### config.mk
export PLATFORM = sky130hd
export DESIGN_NAME = encoder_scanner
export DESIGN_NICKNAME = d
export VERILOG_FILES = /design/src/rtl/encoder_scanner.sv
export SDC_FILE = /design/constraint.sdc
export NUM_CORES = 1
export LEC_CHECK = 0
export CAP_MARGIN = 10
export CELL_PAD_IN_SITES_DETAIL_PLACEMENT = 1
export CELL_PAD_IN_SITES_GLOBAL_PLACEMENT = 2
export CORE_MARGIN = 1.5
export CORE_UTILIZATION = 36
export DETAILED_ROUTE_END_ITERATION = 12
export HOLD_SLACK_MARGIN = 0.06
export PLACE_DENSITY_LB_ADDON = 0.1
export SLEW_MARGIN = 20
export SYNTH_ARGS = -nofsm -noshare
export SYNTH_HDL_FRONTEND = slang
export SYNTH_SLANG_ARGS = --single-unit
### constraint.sdc
create_clock -name clk -period 3.05 [get_ports clk]
set_clock_uncertainty 0.15 [all_clocks]
set_input_delay 0.4575 -clock clk [delete_from_list [all_inputs] [get_ports clk]]
set_output_delay 0.4575 -clock clk [all_outputs]
set_load 0.03 [all_outputs]
### src/rtl/encoder_scanner.sv
// encoder_scanner: scans 8 rotary-encoder A/B pairs through an external 8:1 mux and emits
// a channel-tagged one-cycle sample strobe plus sticky per-channel illegal-jump flags.
// Optional build macro ENCODER_SCANNER_FILTER_EN: double-sample each channel, drop on disagreement.
module encoder_scanner #(
  parameter int SETTLE_CYCLES = 16,
  parameter int NUM_CHANNELS  = 8
) (
  input  logic       clk,
  input  logic       rst_n,
  input  logic       enable,
  input  logic       enc_a,
  input  logic       enc_b,
  output logic [2:0] mux_sel,
  output logic [2:0] chan,
  output logic       a_q,
  output logic       b_q,
  output logic       valid,
  output logic [7:0] err,
  input  logic [7:0] err_clr
);

  localparam logic [7:0] CNT_LOAD = 8'(SETTLE_CYCLES - 1);

`ifdef ENCODER_SCANNER_FILTER_EN
  typedef enum logic [1:0] {IDLE, SETTLE, SAMPLE, SAMPLE2} state_t;
`else
  typedef enum logic [1:0] {IDLE, SETTLE, SAMPLE} state_t;
`endif

  state_t state, state_nxt;

  logic [7:0]              settle_cnt;
  logic                    load_cnt;
  logic                    sample_fire;  // closing edge of the slot: mux advances
  logic                    sample_ok;    // sample accepted: strobe, error check, history update
  logic [NUM_CHANNELS-1:0] last_a;
  logic [NUM_CHANNELS-1:0] last_b;
  logic [NUM_CHANNELS-1:0] primed;
  logic [NUM_CHANNELS-1:0] err_set;

`ifdef ENCODER_SCANNER_FILTER_EN
  logic s1_a;
  logic s1_b;
`endif

  // State register
  always_ff @(posedge clk or negedge rst_n) begin
    if (!rst_n) state <= IDLE;
    else        state <= state_nxt;
  end

  // Next-state logic; dropping enable anywhere in a slot abandons it without a strobe
  always_comb begin
    state_nxt   = state;
    sample_fire = 1'b0;
    case (state)
      IDLE: begin
        if (enable) state_nxt = SETTLE;
      end
      SETTLE: begin
        if (!enable)              state_nxt = IDLE;
        else if (settle_cnt == 0) state_nxt = SAMPLE;
      end
      SAMPLE: begin
        if (!enable) begin
          state_nxt = IDLE;
        end else begin
`ifdef ENCODER_SCANNER_FILTER_EN
          state_nxt = SAMPLE2;
`else
          state_nxt   = SETTLE;
          sample_fire = 1'b1;
`endif
        end
      end
`ifdef ENCODER_SCANNER_FILTER_EN
      SAMPLE2: begin
        if (!enable) begin
          state_nxt = IDLE;
        end else begin
          state_nxt   = SETTLE;
          sample_fire = 1'b1;
        end
      end
`endif
      default: state_nxt = IDLE;
    endcase
  end

  // Settle counter is reloaded on every entry into SETTLE (from IDLE or from a sample)
  assign load_cnt = (state_nxt == SETTLE) && (state != SETTLE);

`ifdef ENCODER_SCANNER_FILTER_EN
  assign sample_ok = sample_fire && (enc_a == s1_a) && (enc_b == s1_b);

  // First of the two samples, compared against the second at the slot's closing edge
  always_ff @(posedge clk or negedge rst_n) begin
    if (!rst_n) begin
      s1_a <= 1'b0;
      s1_b <= 1'b0;
    end else if (state == SAMPLE) begin
      s1_a <= enc_a;
      s1_b <= enc_b;
    end
  end
`else
  assign sample_ok = sample_fire;
`endif

  // Settle countdown: SETTLE lasts CNT_LOAD+1 cycles
  always_ff @(posedge clk or negedge rst_n) begin
    if (!rst_n)                                   settle_cnt <= '0;
    else if (load_cnt)                            settle_cnt <= CNT_LOAD;
    else if (state == SETTLE && settle_cnt != 0)  settle_cnt <= settle_cnt - 8'd1;
  end

  // Illegal jump: a primed channel whose A and B both changed since its last sample
  always_comb begin
    err_set = '0;
    if (sample_ok && primed[mux_sel] &&
        (enc_a != last_a[mux_sel]) && (enc_b != last_b[mux_sel]))
      err_set[mux_sel] = 1'b1;
  end

  // Sample capture, strobe, mux advance, channel history and sticky error flags
  always_ff @(posedge clk or negedge rst_n) begin
    if (!rst_n) begin
      mux_sel <= '0;
      chan    <= '0;
      a_q     <= 1'b0;
      b_q     <= 1'b0;
      valid   <= 1'b0;
      err     <= '0;
      last_a  <= '0;
      last_b  <= '0;
      primed  <= '0;
    end else begin
      valid <= 1'b0;
      if (sample_fire) mux_sel <= mux_sel + 3'd1;
      if (sample_ok) begin
        chan            <= mux_sel;
        a_q             <= enc_a;
        b_q             <= enc_b;
        valid           <= 1'b1;
        last_a[mux_sel] <= enc_a;
        last_b[mux_sel] <= enc_b;
        primed[mux_sel] <= 1'b1;
      end
      // A new error in the same cycle as a clear keeps the bit set
      err <= (err & ~err_clr) | err_set;
    end
  end

endmodule

; ---- Word level (Yosys, flattened, before mapping)
; Index checks and enable logic that the tools add are counted.
[op_classes]
n_reduce_logical = 10
n_addsub = 2
n_bitwise = 4
magnitude_cmp = 2
muxes = 21
eq_ne = 6
[ops]
columns = operator, n
row1 = 8-bit 2-to-1 mux, 3
row2 = 8-bit bitwise mux, 2
row3 = 8-bit bitwise OR, 2
row4 = 1-bit binary-select mux with 3-bit select, 3
row5 = 8-bit AND, 1
row6 = 8-bit logical NOT, 1
row7 = 1-bit 2-to-1 mux, 8
row8 = 8-bit NOT, 1
row9 = 8-bit nonzero test, 1
row10 = "8-bit by 1-bit subtractor with 8-bit output, second input constant", 1
row11 = 1-bit logical AND, 6
row12 = 2-bit 2-to-1 mux, 3
row13 = 2-bit case mux with 3 select lines, 1
row14 = "2-bit by 1-bit == test with 1-bit output, second input constant", 2
row15 = "3-bit by 4-bit < comparator with 1-bit output, second input constant", 1
row16 = "3-bit by 1-bit adder with 3-bit output, second input constant", 1
row17 = 1-bit demux with 3-bit select, 1
row18 = "3-bit by 1-bit >= comparator with 1-bit output, second input constant", 1
row19 = "2-bit == test, second input constant", 1
row20 = 2-bit logical NOT, 1
row21 = 1-bit != test, 2
row22 = "2-bit by 1-bit != test with 1-bit output, second input constant", 1
row23 = 2-bit nonzero test, 1
[totals]
in_bits = 13
reg_bits = 51

; ---- Logic depth before layout (Yosys ltp)
[depth]
depth_word = 7
depth_mapped = 8

; ---- Worst setup path before layout
; OpenSTA, ideal clock, no wires.
[synth_timing]
kind = register -> register
startpoint = register mux_sel[0]
endpoint = register err[7]
setup_time_ns = 0.083
arrival_ns = 2.109
stages_incl_launch_ff = 7
setup_slack_ns = 0.708
t_required_ns = 2.817
n_path_buf = 1
path_cell_list = dfrtp_1 > buf_6 > mux2i_1 > mux4_2 > xor2_1 > or4_1 > o22ai_1
[synth_via]
elab_chain_len = 7
[synth_rtl]
columns = element, line_no
row1 = "start, declared", 13  ; output logic [2:0] mux_sel,
row2 = "start signal, assigned", 139  ; if (sample_fire) mux_sel <= mux_sel + 3'd1;
row3 = branches (longest 5 deep; another with 3-bit by 4-bit < comparator with 1-bit output), n/a
row4 = 8-bit 2-to-1 mux *, 120  ; if (sample_ok && primed[mux_sel] &&
row5 = 8-bit bitwise OR *, 150  ; err <= (err & ~err_clr) | err_set;
row6 = "end signal, assigned", 150
row7 = "end, declared", 18  ; output logic [7:0] err,
; Mark *: on every way between the ends. The select of a mux whose other input is x is not followed.
; A chain may end at the register's enable or synchronous reset.

; ---- Worst setup path in the final report
; Same ends and word-level chain as after synthesis.

==> impl_results.html <==
<table>
<tr><th>Metric</th><th>Value</th></tr>
<tr><th colspan="2">Synth</th></tr>
<tr><td>Unique cell type count in the Yosys netlist</td><td>41</td></tr>
<tr><td>Fraction of the mapped netlist area in simple logic gates</td><td>0.168</td></tr>
<tr><td>Most instantiated flip-flop cell in the synthesis netlist</td><td>sky130_fd_sc_hd__dfrtp_1</td></tr>
<tr><td>Synthesized-area fraction occupied by ao, oa, aoi and oai cells</td><td>0.0683</td></tr>
<tr><td>Net count after synthesis</td><td>223</td></tr>
<tr><td>Post-synthesis instance total</td><td>between 200 and 250</td></tr>
<tr><td>Multiplexer fraction of the synthesized cell area</td><td>0.123</td></tr>
<tr><td>Number of storage elements in the synthesis netlist</td><td>slightly above 50</td></tr>
<tr><td>Cell taking the most area after synthesis</td><td>sky130_fd_sc_hd__dfrtp_1</td></tr>
<tr><td>Mapped cell area</td><td>2310 µm²</td></tr>
<tr><td>Yosys warns</td><td>0</td></tr>
<tr><td>Per-instance average area after synthesis</td><td>11.1 µm²</td></tr>
<tr><td>Share of synthesized area occupied by flip-flops and latches</td><td>0.553</td></tr>
<tr><td>Synthesized-area fraction occupied by adder cells</td><td>0.0108</td></tr>
<tr><td>XOR/XNOR share of the synthesized area</td><td>0.0380</td></tr>
<tr><td>Largest cells by area after synthesis</td><td>sky130_fd_sc_hd__dfrtp_1, sky130_fd_sc_hd__mux2_2, sky130_fd_sc_hd__nand2_1</td></tr>
<tr><td>Post-synth EDFFs</td><td>0</td></tr>
<tr><td>Fraction of registers with async set or reset after synthesis</td><td>1.00</td></tr>
<tr><td>Largest family of logic cells by synthesized area</td><td>simple AND/OR/NAND/NOR gates</td></tr>
<tr><td>Synth top area share</td><td>0.553</td></tr>
<tr><th colspan="2">Routing</th></tr>
<tr><td># DRC</td><td>0</td></tr>
<tr><td>Vias</td><td>1635</td></tr>
<tr><td>Detailed router's first-iteration violation count</td><td>83</td></tr>
<tr><td>Post-DR wirelength/cell</td><td>17.2 µm</td></tr>
<tr><td>First drt pass iteration count</td><td>4</td></tr>
<tr><td>Total wirelength of the detailed-routed design</td><td>between 5 and 6 mm</td></tr>
<tr><td>ANT nets after route</td><td>0</td></tr>
<tr><td>Vias per cell</td><td>5.14</td></tr>
<tr><th colspan="2">Pwr</th></tr>
<tr><td>Pwr Density</td><td>422 nW/µm²</td></tr>
<tr><td>Static Leakage</td><td>1.29 nW</td></tr>
<tr><td>Worst vdd ir</td><td>0.211 mV</td></tr>
<tr><td>Tot Pwr</td><td>approximately 0.0012 W</td></tr>
<tr><th colspan="2">Placement</th></tr>
<tr><td>Detail Placement HPWL</td><td>4.08 mm</td></tr>
<tr><td>Routability cong.</td><td>0.802</td></tr>
<tr><td>Area after detailed placement</td><td>2690 µm²</td></tr>
<tr><td>Number of I/O port buffers</td><td>29</td></tr>
<tr><td>Pre-CTS worst setup slack</td><td>~0.3 ns</td></tr>
<tr><th colspan="2">Setup path</th></tr>
<tr><td>R2R Path End</td><td>err[7]</td></tr>
<tr><td>Maximum fanout along the worst path</td><td>15</td></tr>
<tr><td>Path type of the worst setup path</td><td>flip-flop to flip-flop</td></tr>
<tr><td>Arrival time reported for the critical path endpoint</td><td>approximately 2.6 ns</td></tr>
<tr><td>Element type at the critical path start</td><td>flip-flop</td></tr>
<tr><td>Setup slack on the worst flop-to-flop path</td><td>approximately 0.50 ns</td></tr>
<tr><td>Worst setup EP type</td><td>flip-flop</td></tr>
<tr><td>Cells on worst reg2reg path</td><td>5</td></tr>
<tr><td>Biggest cell delay along the critical path</td><td>0.74 ns</td></tr>
<tr><td>Launch instance of the worst register-to-register path</td><td>mux_sel[0]</td></tr>
<tr><td>Series of cell instances along the critical path</td><td>mux2i_1 -&gt; mux4_2 -&gt; xor2_1 -&gt; or4_1 -&gt; o22ai_1</td></tr>
<tr><td>Critical path data required time</td><td>3.13 ns</td></tr>
<tr><td>Cell with the biggest individual delay on the critical path</td><td>sky130_fd_sc_hd__dfrtp_1</td></tr>
<tr><th colspan="2">Global routing</th></tr>
<tr><td>Met1 Usage GRT</td><td>0.232</td></tr>
<tr><td>Maximum number of pins on one net before global-route repair</td><td>52</td></tr>
<tr><td>Routing usage on met2</td><td>0.283</td></tr>
<tr><td>Grt met3 use</td><td>0.0338</td></tr>
<tr><td>Congestion Overflow GR</td><td>0</td></tr>
<tr><td>Global-route wire length before repair</td><td>between 9 and 10 mm</td></tr>
<tr><td>Via count of the first global-routing pass</td><td>1760</td></tr>
<tr><td>Overall Global Routing Usage</td><td>0.171</td></tr>
<tr><td>Routing layer with the top usage in global route</td><td>met2</td></tr>
<tr><td>Initial antenna violation count</td><td>0</td></tr>
<tr><th colspan="2">STA</th></tr>
<tr><td>Worst Max-Slew Pin Slew</td><td>0.655 ns</td></tr>
<tr><td>Final hold viol count</td><td>0</td></tr>
<tr><td>Max Fclk</td><td>around 0.4 GHz</td></tr>
<tr><td>Relative slew slack</td><td>0.563</td></tr>
<tr><td>Max-slew violation total from the final report</td><td>0</td></tr>
<tr><td>Share of the clock period used by the worst path</td><td>0.836</td></tr>
<tr><td>Setup repair after global routing missed its margin</td><td>no</td></tr>
<tr><td>Minimum clock period after layout</td><td>2.55 ns</td></tr>
<tr><td>Final number of setup-violating endpoints</td><td>0</td></tr>
<tr><td>Final-layout setup total negative slack</td><td>0 ns</td></tr>
<tr><td>Setup ws final</td><td>approximately 0.5 ns</td></tr>
<tr><th colspan="2">Finish</th></tr>
<tr><td>Post-layout util</td><td>0.459</td></tr>
<tr><td>Number of nets at the end of the flow</td><td>257</td></tr>
<tr><td>Number of fill cells in the layout</td><td>655</td></tr>
<tr><td>Most frequent cells in the layout</td><td>sky130_fd_sc_hd__dfrtp_1, sky130_fd_sc_hd__nand2_1, sky130_fd_sc_hd__clkdlybuf4s50_1, sky130_fd_sc_hd__mux2_2, sky130_fd_sc_hd__inv_1</td></tr>
<tr><td>Share of layout cells above drive strength 1</td><td>0.160</td></tr>
<tr><td>Diodes inserted</td><td>0</td></tr>
<tr><td>Area added between synthesis and finish</td><td>20.4%</td></tr>
<tr><td>Final standard cell area without fillers</td><td>2780 µm²</td></tr>
<tr><td>Most common cell after layout, fill and taps aside</td><td>sky130_fd_sc_hd__dfrtp_1</td></tr>
<tr><th colspan="2">CTS</th></tr>
<tr><td>Number of buffers created by CTS</td><td>5</td></tr>
<tr><td>Clock Tree Buf Depth</td><td>2</td></tr>
<tr><td>Clock root buffer</td><td>sky130_fd_sc_hd__clkbuf_8</td></tr>
<tr><td>Worst-path clk slew</td><td>0.09 ns</td></tr>
<tr><td>H-tree lvl count</td><td>2</td></tr>
<tr><td>Latest clock arrival within the worst-skew pair</td><td>0.30 ns</td></tr>
<tr><td>CTS tree</td><td>built</td></tr>
<tr><td>Post-cts resize count</td><td>0</td></tr>
<tr><td>Number of hold-repair buffers added at the cts stage</td><td>0</td></tr>
<tr><td>Setup fix buffers added after clock tree synthesis</td><td>0</td></tr>
<tr><td>CTS sink count</td><td>slightly above 50</td></tr>
<tr><th colspan="2">Floorplan</th></tr>
<tr><td>Number of cell rows</td><td>28</td></tr>
<tr><td>Initial core utilization</td><td>0.381</td></tr>
<tr><td>Core region area</td><td>6060 µm²</td></tr>
<tr><td>Area of the die</td><td>a little under 7000 µm²</td></tr>
<tr><td>Die Wd</td><td>83.1 µm</td></tr>
<tr><td>Y dimension of the die</td><td>83.1 µm</td></tr>
<tr><td>Count of boundary I/O pins</td><td>30</td></tr>
<tr><th colspan="2">Status</th></tr>
<tr><td>Outcome</td><td>complete, no violations</td></tr>
<tr><th colspan="2">Hold path</th></tr>
<tr><td>Class of the most critical hold timing path</td><td>input port to async pin</td></tr>
<tr><th colspan="2">Job</th></tr>
<tr><td>Max-Cap Viols</td><td>0</td></tr>
</table>
==> cell type report <==
class | count | area [µm²] | share of cell area
Clock buffer | 6 | 72.6 | 0.0261
Sequential cell | 51 | 1280 | 0.459
Inverter | 12 | 45.0 | 0.0162
Tap cell | 75 | 93.8 | 0.0338
Clock inverter | 2 | 12.5 | 0.00450
Timing Repair Buffer | 36 | 338 | 0.122
Multi-Input combinational cell | 136 | 941 | 0.339
==> power by group <==
group | internal [W] | leakage [nW] | switching, W
clock network | 0.000161 | 0.0412 | 0.000217
registers | 0.000690 | 0.690 | 0.0000128
logic | 0.0000403 | 0.556 | 0.0000503
total | 0.000891 | 1.29 | 0.000280
==> routing by layer <==
metal	vias to the layer above	wire length, µm
li1	785	-
met4	0	43
met1	814	2650
met3	5	180
met5	-	0
met2	31	2590
==> critical path: cells and delay by family, from the launching register on <==
kind            cells  cell delay, ns
compound gates      1            0.13
xor+xnor            1            0.19
flops               1            0.74
mux                 2            0.71
simple gates        1            0.56
==> cells by family after synthesis <==
family | count (synthesis)
AO/OA/AOI/OAI | 23
XOR/XNOR | 10
adder cells (fa/ha/maj) | 2
buffers and inverters | 21
flip-flops | 51
multiplexers | 25
AND/OR/NAND/NOR | 76
==> worst max path at each step <==
stage                          start        end  slack (ns)  cells after the start
after detailed placement      enable  last_b[6]        0.30                      5
after CTS                 mux_sel[0]     err[7]        0.50                      5
after global routing      mux_sel[0]     err[7]        0.38                      5
after global placement        enable  last_b[2]        0.40                      5
after floorplan           mux_sel[0]     err[7]        0.71                      6
final                     mux_sel[0]     err[7]        0.50                      5
==> metrics by stage <==
| stage | cells | hold slack [ns] |
|---|---|---|
| after global placement | 310 | 0.299 |
| after floorplan | 208 | 0.0119 |
| after global routing | 318 | 0.132 |
| after CTS | 318 | 0.133 |
| final | 318 | 0.0950 |
| after detailed placement | 310 | 0.298 |
==> registers in the layout, summed over array words and instances, names as in the netlist <==
name        flops
mux_sel         3
state           2
valid           1
settle_cnt      8
last_b          8
chan            3
a_q             1
primed          8
err             8
b_q             1
last_a          8
==> cells in the mapped netlist, types with 2 or more instances <==
library cell	n
sky130_fd_sc_hd__or2_2	4
sky130_fd_sc_hd__buf_2	3
sky130_fd_sc_hd__a21oi_1	3
sky130_fd_sc_hd__xnor2_1	7
sky130_fd_sc_hd__or3_1	4
sky130_fd_sc_hd__nand2b_1	8
sky130_fd_sc_hd__mux2i_1	8
sky130_fd_sc_hd__xor2_1	3
sky130_fd_sc_hd__nor2_1	9
sky130_fd_sc_hd__mux2_2	16
sky130_fd_sc_hd__o32ai_1	2
sky130_fd_sc_hd__inv_1	11
sky130_fd_sc_hd__nand3_1	3
sky130_fd_sc_hd__nor3_1	3
sky130_fd_sc_hd__nand2_1	28
sky130_fd_sc_hd__nor4_1	2
sky130_fd_sc_hd__clkbuf_1	4
sky130_fd_sc_hd__or4_1	3
sky130_fd_sc_hd__o21ai_0	3
sky130_fd_sc_hd__nor2b_1	4
sky130_fd_sc_hd__o22ai_1	6
sky130_fd_sc_hd__o31ai_1	2
sky130_fd_sc_hd__a211oi_1	2
sky130_fd_sc_hd__ha_1	2
sky130_fd_sc_hd__dfrtp_1	51
sky130_fd_sc_hd__or3b_2	2
(Power assumes the default switching activity.)
